`src/rtl/comparator_bist_if.sv`:
```
// comparator_bist_if: operand/flag bus between the BIST sequencer and the comparator under test
interface comparator_bist_if;
  logic [5:0] A_out;
  logic [5:0] B_out;
  logic       S_out;
  logic       Equal_in;
  logic       Greater_in;
  logic       Smaller_in;
  modport master (output A_out, B_out, S_out, input Equal_in, Greater_in, Smaller_in);
  modport slave (input A_out, B_out, S_out, output Equal_in, Greater_in, Smaller_in);
endinterface

```
`src/rtl/comparator_bist.sv`:
```
// comparator_bist: exhaustive 6-bit signed/unsigned comparator sweep; CMP_BIST_FAIL_CAPTURE_EN enables the first-failure record
module comparator_bist #(
  parameter int LATENCY = 2
) (
  input  logic                   CLK,
  input  logic                   RST_N,
  input  logic                   start,
  comparator_bist_if.master      cmp,
  output logic                   busy,
  output logic                   done,
  output logic                   pass,
  output logic [7:0]             err_count,
  output logic                   fail_valid,
  output logic [5:0]             fail_A,
  output logic [5:0]             fail_B,
  output logic                   fail_S,
  output logic [2:0]             fail_flags
);
  typedef enum logic [2:0] {IDLE, DRIVE, WAIT, CHECK, DONE} state_t;
  state_t     state;
  logic [5:0] a, b;
  logic       s;
  logic [3:0] cnt;
  logic       go, gt, mismatch, last;
  logic [2:0] rsp, exp_flags;
  logic [7:0] err_nxt;
  assign cmp.A_out = a;
  assign cmp.B_out = b;
  assign cmp.S_out = s;
  always_comb begin
    go        = start && (state == IDLE || state == DONE);
    gt        = s ? ($signed(a) > $signed(b)) : (a > b);
    exp_flags = (a == b) ? 3'b100 : gt ? 3'b010 : 3'b001;
    rsp       = {cmp.Equal_in, cmp.Greater_in, cmp.Smaller_in};
    mismatch  = rsp != exp_flags;
    err_nxt   = (mismatch && err_count != 8'hff) ? err_count + 8'd1 : err_count;
    last      = s && &a && &b;
  end
  // WAIT counts LATENCY down to 0 inclusive, so one vector spans LATENCY+3 cycles
  always_ff @(posedge CLK) begin
    if (!RST_N) begin
      state     <= IDLE;
      {s, a, b} <= '0;
      cnt       <= '0;
      busy      <= 1'b0;
      done      <= 1'b0;
      pass      <= 1'b0;
      err_count <= '0;
    end else begin
      case (state)
        IDLE, DONE: if (go) begin
          state     <= DRIVE;
          {s, a, b} <= '0;
          err_count <= '0;
          busy      <= 1'b1;
          done      <= 1'b0;
          pass      <= 1'b0;
        end
        DRIVE: begin
          state <= WAIT;
          cnt   <= 4'(LATENCY);
        end
        WAIT: if (cnt == 4'd0) state <= CHECK; else cnt <= cnt - 4'd1;
        CHECK: begin
          err_count <= err_nxt;
          if (last) begin
            state <= DONE;
            busy  <= 1'b0;
            done  <= 1'b1;
            pass  <= err_nxt == 8'd0;
          end else begin
            state     <= DRIVE;
            {s, a, b} <= {s, a, b} + 13'd1;
          end
        end
        default: state <= IDLE;
      endcase
    end
  end
`ifdef CMP_BIST_FAIL_CAPTURE_EN
  always_ff @(posedge CLK) begin
    if (!RST_N || go) begin
      fail_valid <= 1'b0;
      fail_A     <= '0;
      fail_B     <= '0;
      fail_S     <= 1'b0;
      fail_flags <= '0;
    end else if (state == CHECK && mismatch && !fail_valid) begin
      fail_valid <= 1'b1;
      fail_A     <= a;
      fail_B     <= b;
      fail_S     <= s;
      fail_flags <= rsp;
    end
  end
`else
  assign {fail_valid, fail_A, fail_B, fail_S, fail_flags} = '0;
`endif
endmodule

```
`src/flat_wrapper.sv`:
```
// flat-port wrapper written by rule: the top's interface ports become plain ports
module comparator_bist_flat 
#(
  parameter int LATENCY = 2
)
  (CLK, RST_N, start, busy, done, pass, err_count, fail_valid, fail_A, fail_B, fail_S, fail_flags, cmp_A_out, cmp_B_out, cmp_S_out, cmp_Equal_in, cmp_Greater_in, cmp_Smaller_in);
  comparator_bist_if cmp_i ();
  input  logic CLK;
  input  logic RST_N;
  input  logic start;
  output logic busy;
  output logic done;
  output logic pass;
  output logic [7:0] err_count;
  output logic fail_valid;
  output logic [5:0] fail_A;
  output logic [5:0] fail_B;
  output logic fail_S;
  output logic [2:0] fail_flags;
  output wire logic [$bits(cmp_i.A_out)-1:0] cmp_A_out;
  output wire logic [$bits(cmp_i.B_out)-1:0] cmp_B_out;
  output wire logic [$bits(cmp_i.S_out)-1:0] cmp_S_out;
  input wire logic [$bits(cmp_i.Equal_in)-1:0] cmp_Equal_in;
  input wire logic [$bits(cmp_i.Greater_in)-1:0] cmp_Greater_in;
  input wire logic [$bits(cmp_i.Smaller_in)-1:0] cmp_Smaller_in;
  assign cmp_A_out = cmp_i.A_out;
  assign cmp_B_out = cmp_i.B_out;
  assign cmp_S_out = cmp_i.S_out;
  assign cmp_i.Equal_in = cmp_Equal_in;
  assign cmp_i.Greater_in = cmp_Greater_in;
  assign cmp_i.Smaller_in = cmp_Smaller_in;
  comparator_bist #(.LATENCY(LATENCY)) u_core (.CLK(CLK), .RST_N(RST_N), .start(start), .cmp(cmp_i), .busy(busy), .done(done), .pass(pass), .err_count(err_count), .fail_valid(fail_valid), .fail_A(fail_A), .fail_B(fail_B), .fail_S(fail_S), .fail_flags(fail_flags));
endmodule
```
`config.mk`:
```
export PLATFORM = sky130hd
export DESIGN_NAME = comparator_bist_flat
export DESIGN_NICKNAME = d
export VERILOG_FILES = /design/src/rtl/comparator_bist_if.sv /design/src/rtl/comparator_bist.sv /design/src/flat_wrapper.sv
export SDC_FILE = /design/constraint.sdc
export NUM_CORES = 1
export LEC_CHECK = 0
export ABC_AREA = 1
export ABC_CLOCK_PERIOD_IN_PS = 6600
export CORE_ASPECT_RATIO = 0.8
export CORE_MARGIN = 2
export CORE_UTILIZATION = 50
export DETAILED_ROUTE_END_ITERATION = 7
export HOLD_SLACK_MARGIN = 0.15
export PLACE_DENSITY = 0.8
export SKIP_LAST_GASP = 1
export SLEW_MARGIN = 20
export SYNTH_ARGS = -nofsm -noshare
export SYNTH_HDL_FRONTEND = slang
export SYNTH_SLANG_ARGS = --single-unit
```
`constraint.sdc`:
```
create_clock -name CLK -period 6.6 [get_ports CLK]
set_clock_uncertainty 0.15 [all_clocks]
set_input_delay 1.32 -clock CLK [delete_from_list [all_inputs] [get_ports CLK]]
set_output_delay 1.32 -clock CLK [all_outputs]
set_load 0.02 [all_outputs]
```
==> flow_summary.json, run 1 <==
{
  "outcome": "complete, no violations",
  "powerDensity_nw_per_um2": 225,
  "start_util_pct": 52.4,
  "cts_root_buffer": "clkbuf_8",
  "slew_violations": 0,
  "synth_warnings": 0,
  "netlist_area_um2": 2010,
  "timing.setup.tns_ns": 0,
  "drt_first_pass_iters": 4,
  "dieHeight_um": 60.7,
  "place.gp.congestion": 0.885,
  "crit_fanout": 4,
  "yosysTopAreaCell": "dfxtp_1",
  "area_growth_pct": 18.8,
  "num_vias": 1834,
  "seq_area_frac_synth_pct": 30.9,
  "p_leak_nw": 0.949,
  "vias_per_cell": 4.90,
  "grt_setup_unrepaired": "no",
  "clk_latency_ns": 0.29,
  "fmax_mhz": 339,
  "crit_path_start_kind": "input port",
  "cts_tree": "yes",
  "drive_above_1_share_pct": 12.2,
  "synth_cell_type_count": 33,
  "grt_overflow": 0,
  "yosys-top-cells-count": "61 x nand2_1, 34 x inv_1, 31 x dfxtp_1, 24 x a21oi_1",
  "port_buffers": 29,
  "ys_async_sr_fraction_pct": 0,
  "antenna_found_initial": 0,
  "drtIter0Drc": 103,
  "routed_wl_um": 4360,
  "required_ns": 6.64,
  "setup_violations": 0,
  "cts.path.max_buffers": 2,
  "htreeDepth": 2,
  "hold_viol_final": 0,
  "rows": 20,
  "drc": 0,
  "ys_ff_latch": 31,
  "whs_ns": 0.312,
  "max_slew_margin_pct": 63.4,
  "ir_drop_v": 0.000201,
  "ys.flop_type": "dfxtp_1",
  "drv_cap": 0,
  "synth_most_common_cell": "nand2_1",
  "worstSetupEndpointType": "flip-flop",
  "diodes": 0,
  "wire_per_inst_um": 11.7,
  "ant_nets": 0,
  "clkTransAtPathRegs_ns": 0.07,
  "worst_pin_slew_ns": 0.549,
  "nFillCells": 350,
  "synth_top_area_share_pct": 30.9,
  "fin_crit_ns": 2.95,
  "synth_area_leaders": "dfxtp_1 31%, nand2_1 11%, buf_4 6.4%",
  "postCtsHoldBufs": 0,
  "fin_nets": 334,
  "reg2reg_depth": 14,
  "grt_pass1_wl_um": 7180,
  "min_period_over_period_pct": 44.7,
  "grtUsageTotal_pct": 21.3,
  "dieWidth_um": 74.8,
  "post_cts_buffers": 0,
  "core_area_um2": 3830,
  "clock_sinks": 31,
  "crit_type": "in2reg",
  "dieArea_um2": 4540,
  "hold_class": "reg2reg",
  "netlist_instances": 284,
  "synth_area_per_cell_um2": 7.06,
  "min_path_cells": 2,
  "cts_resized": 0,
  "grt_max_degree": 17,
  "arrival_ns": 2.99,
  "grt_pass1_vias": 1607,
  "dp_hpwl_um": 3250,
  "numCtsBuffers": 5,
  "design.portCount": 47,
  "synth_edf_count": 0
}
[cell usage in the layout (no fill, tap or decap), types with 2 or more instances in the layout]
cell type,netlist,final
o21ai_1,2,2
xor2_1,4,4
nand2_4,5,5
a21oi_1,24,24
nor3_1,8,8
clkinvlp_4,0,2
nand2_2,9,9
nor2_2,2,2
nand3b_1,2,2
dfxtp_1,31,31
nor2_4,3,3
o21ai_0,10,10
clkdlybuf4s50_1,0,29
conb_1,1,17
nor3_2,3,3
a31oi_1,4,4
nand2_1,61,61
ha_1,10,10
nor2_1,18,18
inv_2,6,6
inv_1,34,34
nand3_1,18,18
clkbuf_8,0,5
[power by group]
part | leakage (nW) | internal, W | switching (W) | total (W)
sequential | 0.251 | 0.000205 | 0.0000139 | 0.000219
combinational | 0.658 | 0.0000538 | 0.000112 | 0.000166
clock | 0.0402 | 0.0000732 | 0.0000776 | 0.000151
total | 0.949 | 0.000332 | 0.000204 | 0.000536
[worst max-delay path: stages]
cell,delay [ns]
clkdlybuf4s50_1,0.52
nand2_4,0.07
nand2_4,0.11
nand2_4,0.07
nor2_4,0.10
nand2_2,0.07
nor2_4,0.11
nand2_2,0.05
nor2_2,0.11
inv_2,0.07
nor3_4,0.15
nand3_1,0.10
nand2_1,0.09
a21oi_2,0.03
[through the flow]
step | utilization (%) | instance area (um^2) | power, W | std cells | setup WS, ns
2_1_floorplan | - | 2070 | 0.000358 | 300 | 4.02
3_3_place_gp | 59.9 | 2290 | 0.000383 | 366 | 3.42
3_5_place_dp | 59.9 | 2290 | 0.000389 | 366 | 3.34
4_1_cts | 62.2 | 2380 | 0.000541 | 374 | 3.64
5_1_grt | 62.2 | 2380 | 0.000572 | 374 | 3.55
6_report | 62.2 | 2380 | 0.000536 | 374 | 3.65
[flip-flops by register name (all words and copies together), names as in the netlist]
name / count
u_core.cnt: 4
u_core.err_count: 8
u_core.pass: 1
u_core.done: 1
u_core.cmp.B_out: 6
u_core.cmp.A_out: 6
u_core.cmp.S_out: 1
u_core.state: 3
u_core.busy: 1
[cell families (layout without fill, tap and decap cells)]
| group | Yosys count | in the layout | synth area share [%] |
|---|---|---|---|
| buffers and inverters | 59 | 78 | 14.2 |
| other | 1 | 17 | 0.187 |
| adders and majority gates | 10 | 10 | 6.24 |
| and+or+nand+nor | 133 | 133 | 33.9 |
| xor gates and xnor gates | 5 | 5 | 2.18 |
| AOI/OAI and AO/OA | 45 | 45 | 12.4 |
| DFF | 31 | 31 | 30.9 |
[final cells by class]
type,count,area (um^2),area share (%)
Inverter,41,154,6.46
Clock buffer,5,68.8,2.89
Timing Repair Buffer,29,290,12.2
Multi-Input combinational cell,210,1160,48.7
Clock inverter,3,20.0,0.840
Tap cell,55,68.8,2.89
Sequential cell,31,621,26.1
[final timing paths]
check                         to  slack [ns]           startpoint
max          u_core.cmp.A_out[5]        3.65                start
min                  u_core.done        0.31          u_core.done
max reg2reg          u_core.pass        4.07  u_core.cmp.B_out[5]
min reg2reg          u_core.done        0.31          u_core.done
[layer usage]
| layer | global-route usage (%) | up-vias | share of wire (%) |
|---|---|---|---|
| li1 | - | 950 | - |
| met4 | 7.91 | 0 | 1.1 |
| met3 | 7.14 | 4 | 7.5 |
| met1 | 27.3 | 824 | 46 |
| met5 | 0 | - | 0 |
| met2 | 33.5 | 56 | 46 |
No activity file was read; power rests on OpenSTA's default activity.
==> inputs of run 2 (changes only) <==
Settings changed: ABC_CLOCK_PERIOD_IN_PS 6600 to 2600, CORE_UTILIZATION 50 to 45, PLACE_DENSITY 0.8 to 0.76.
Clock period 6.6 ns to 2.6 ns, I/O delays scaled along.
==> run 2 against run 1 <==
Clock power increased by 150%. Critical path depth grew 1. Utilization decreased by 5.0 points.
==> flow_summary.json, run 2 (same netlist as run 1, synthesis figures left out) <==
{
  "regArea_um2": 628,
  "grt_max_degree": 17,
  "design.portCount": 47,
  "max_stage_delay_ns": 0.33,
  "fin_nets": 338,
  "diodes": 0,
  "drv_cap": 0,
  "crit_path_cell_trace": "inv_1 > ha_1 > nand2_1 > nor2_2 > nand3_1 > xnor2_1 > a21oi_1 > nand2_4 > nand2_4 > nand2_2 > nand2_1 > nand2_1 > nor2_1 > nand3_1 > a21oi_2",
  "hold_viol_final": 0,
  "min_period_over_period_pct": 90.2,
  "required_ns": 2.67,
  "routed_wl_um": 4230,
  "crit_fanout": 10,
  "top_register": "u_core.err_count",
  "drtIter0Drc": 123,
  "postPlaceCellArea_um2": 2330,
  "clock_sinks": 31,
  "drive_above_1_share_pct": 14.9,
  "fmax_mhz": 426,
  "rows": 21,
  "largest_reg_flops": 8,
  "post_cts_buffers": 0,
  "final_cell_mix": "61 x nand2_1, 33 x inv_1, 29 x clkdlybuf4s50_1",
  "powerDensity_nw_per_um2": 560,
  "fin_crit_ns": 2.34,
  "place.gp.congestion": 0.897,
  "setup_violations": 0,
  "antenna_found_initial": 0,
  "fin_area_um2": 2420,
  "slew_violations": 0,
  "grtUsageTotal_pct": 18.5,
  "ant_nets": 0,
  "pre_cts_ws_ns": 0.107,
  "drc": 0,
  "crit_path_start_kind": "flip-flop",
  "start_util_pct": 47.4,
  "grt_overflow": 0,
  "crit_top_cell": "nand2_1",
  "final_common_cell": "nand2_1",
  "htreeDepth": 2,
  "p_leak_nw": 0.974,
  "port_buffers": 29,
  "whs_ns": 0.341,
  "clk_latency_ns": 0.28,
  "grt_pass1_wl_um": 7430,
  "cts_root_buffer": "clkbuf_8",
  "dieHeight_um": 63.7,
  "outcome": "complete, no violations",
  "dieArea_um2": 5010,
  "clkTransAtPathRegs_ns": 0.07,
  "final.setup.worst_slack_ns": 0.255,
  "postCtsHoldBufs": 0,
  "dieWidth_um": 78.6,
  "crit_type": "reg2reg",
  "worst_pin_slew_ns": 0.544,
  "num_vias": 1823,
  "cpMaxStageDelayCell": "dfxtp_1",
  "max_slew_margin_pct": 63.7,
  "hold_class": "reg2reg",
  "wire_per_inst_um": 11.1,
  "ir_drop_v": 0.000499,
  "worstSetupEndpointType": "flip-flop",
  "grt_setup_unrepaired": "no",
  "numCtsBuffers": 5,
  "vias_per_cell": 4.80,
  "grt_pass1_vias": 1706,
  "multi_input_area_um2": 1160,
  "area_growth_pct": 20.8,
  "core_area_um2": 4230,
  "cts.path.max_buffers": 2,
  "dp_hpwl_um": 3280,
  "timing.setup.tns_ns": 0,
  "drt_first_pass_iters": 4,
  "cts_tree": "yes",
  "arrival_ns": 2.41,
  "nFillCells": 406
}
run 2: changes by cell type in the layout (fill, tap and decap cells not counted), sizes merged:
cell / previous run / this run
buf: 0 / 4
clkbuf: 5 / 6
clkinvlp: 2 / 1
run 2: final timing paths:
| path | endpoint | slack [ns] | depth (start not counted) | startpoint |
|---|---|---|---|---|
| setup / recovery | u_core.pass | 0.26 | 15 | u_core.cmp.B_out[5] |
| hold reg to reg | u_core.cmp.A_out[5] | 0.34 | 2 | u_core.cmp.A_out[5] |
| hold / removal | u_core.cmp.A_out[5] | 0.34 | 2 | u_core.cmp.A_out[5] |
| setup reg to reg | u_core.pass | 0.26 | 15 | u_core.cmp.B_out[5] |
run 2: power by group:
group	internal [W]	switching, W
clock network	0.000187	0.000187
logic	0.000144	0.000282
registers	0.000520	0.0000362
run 2: critical path: cells and delay by family (launching register included):
| family | cells | cell delay (ns) |
|---|---|---|
| fa+ha+maj | 1 | 0.30 |
| xor+xnor | 1 | 0.15 |
| buf+inv | 1 | 0.05 |
| compound gates | 2 | 0.34 |
| simple gates | 10 | 0.94 |
| flops | 1 | 0.33 |
run 2: per-stage QoR:
stage / cells / utilization (%) / total power, W
after floorplan: 300 / - / 0.000908
after global placement: 372 / 55.0 / 0.000979
after CTS: 380 / 57.0 / 0.00137
after detailed placement: 372 / 55.0 / 0.000991
after global routing: 380 / 57.3 / 0.00147
final: 380 / 57.3 / 0.00136
run 2: final cells by class:
class | count | area share [%]
multi-input combinational | 210 | 48.0
sequential | 31 | 25.9
timing repair buffer | 33 | 13.2
inverter | 41 | 6.35
clock buffer | 6 | 3.00
tap | 57 | 2.94
clock inverter | 2 | 0.517
run 2: what timing repair did:
item | CTS | global route
endpoints found under the setup margin | 0 | 1
hold endpoints to repair | 0 | 0
gates resized for setup | 0 | 7
run 2: layer usage:
layer	global-route usage, %	routed length (um)	part of all wire, %
met5	0	0	0
met2	27.0	1730	41
met4	6.58	60	1.4
met3	5.30	325	7.7
met1	25.9	2110	50
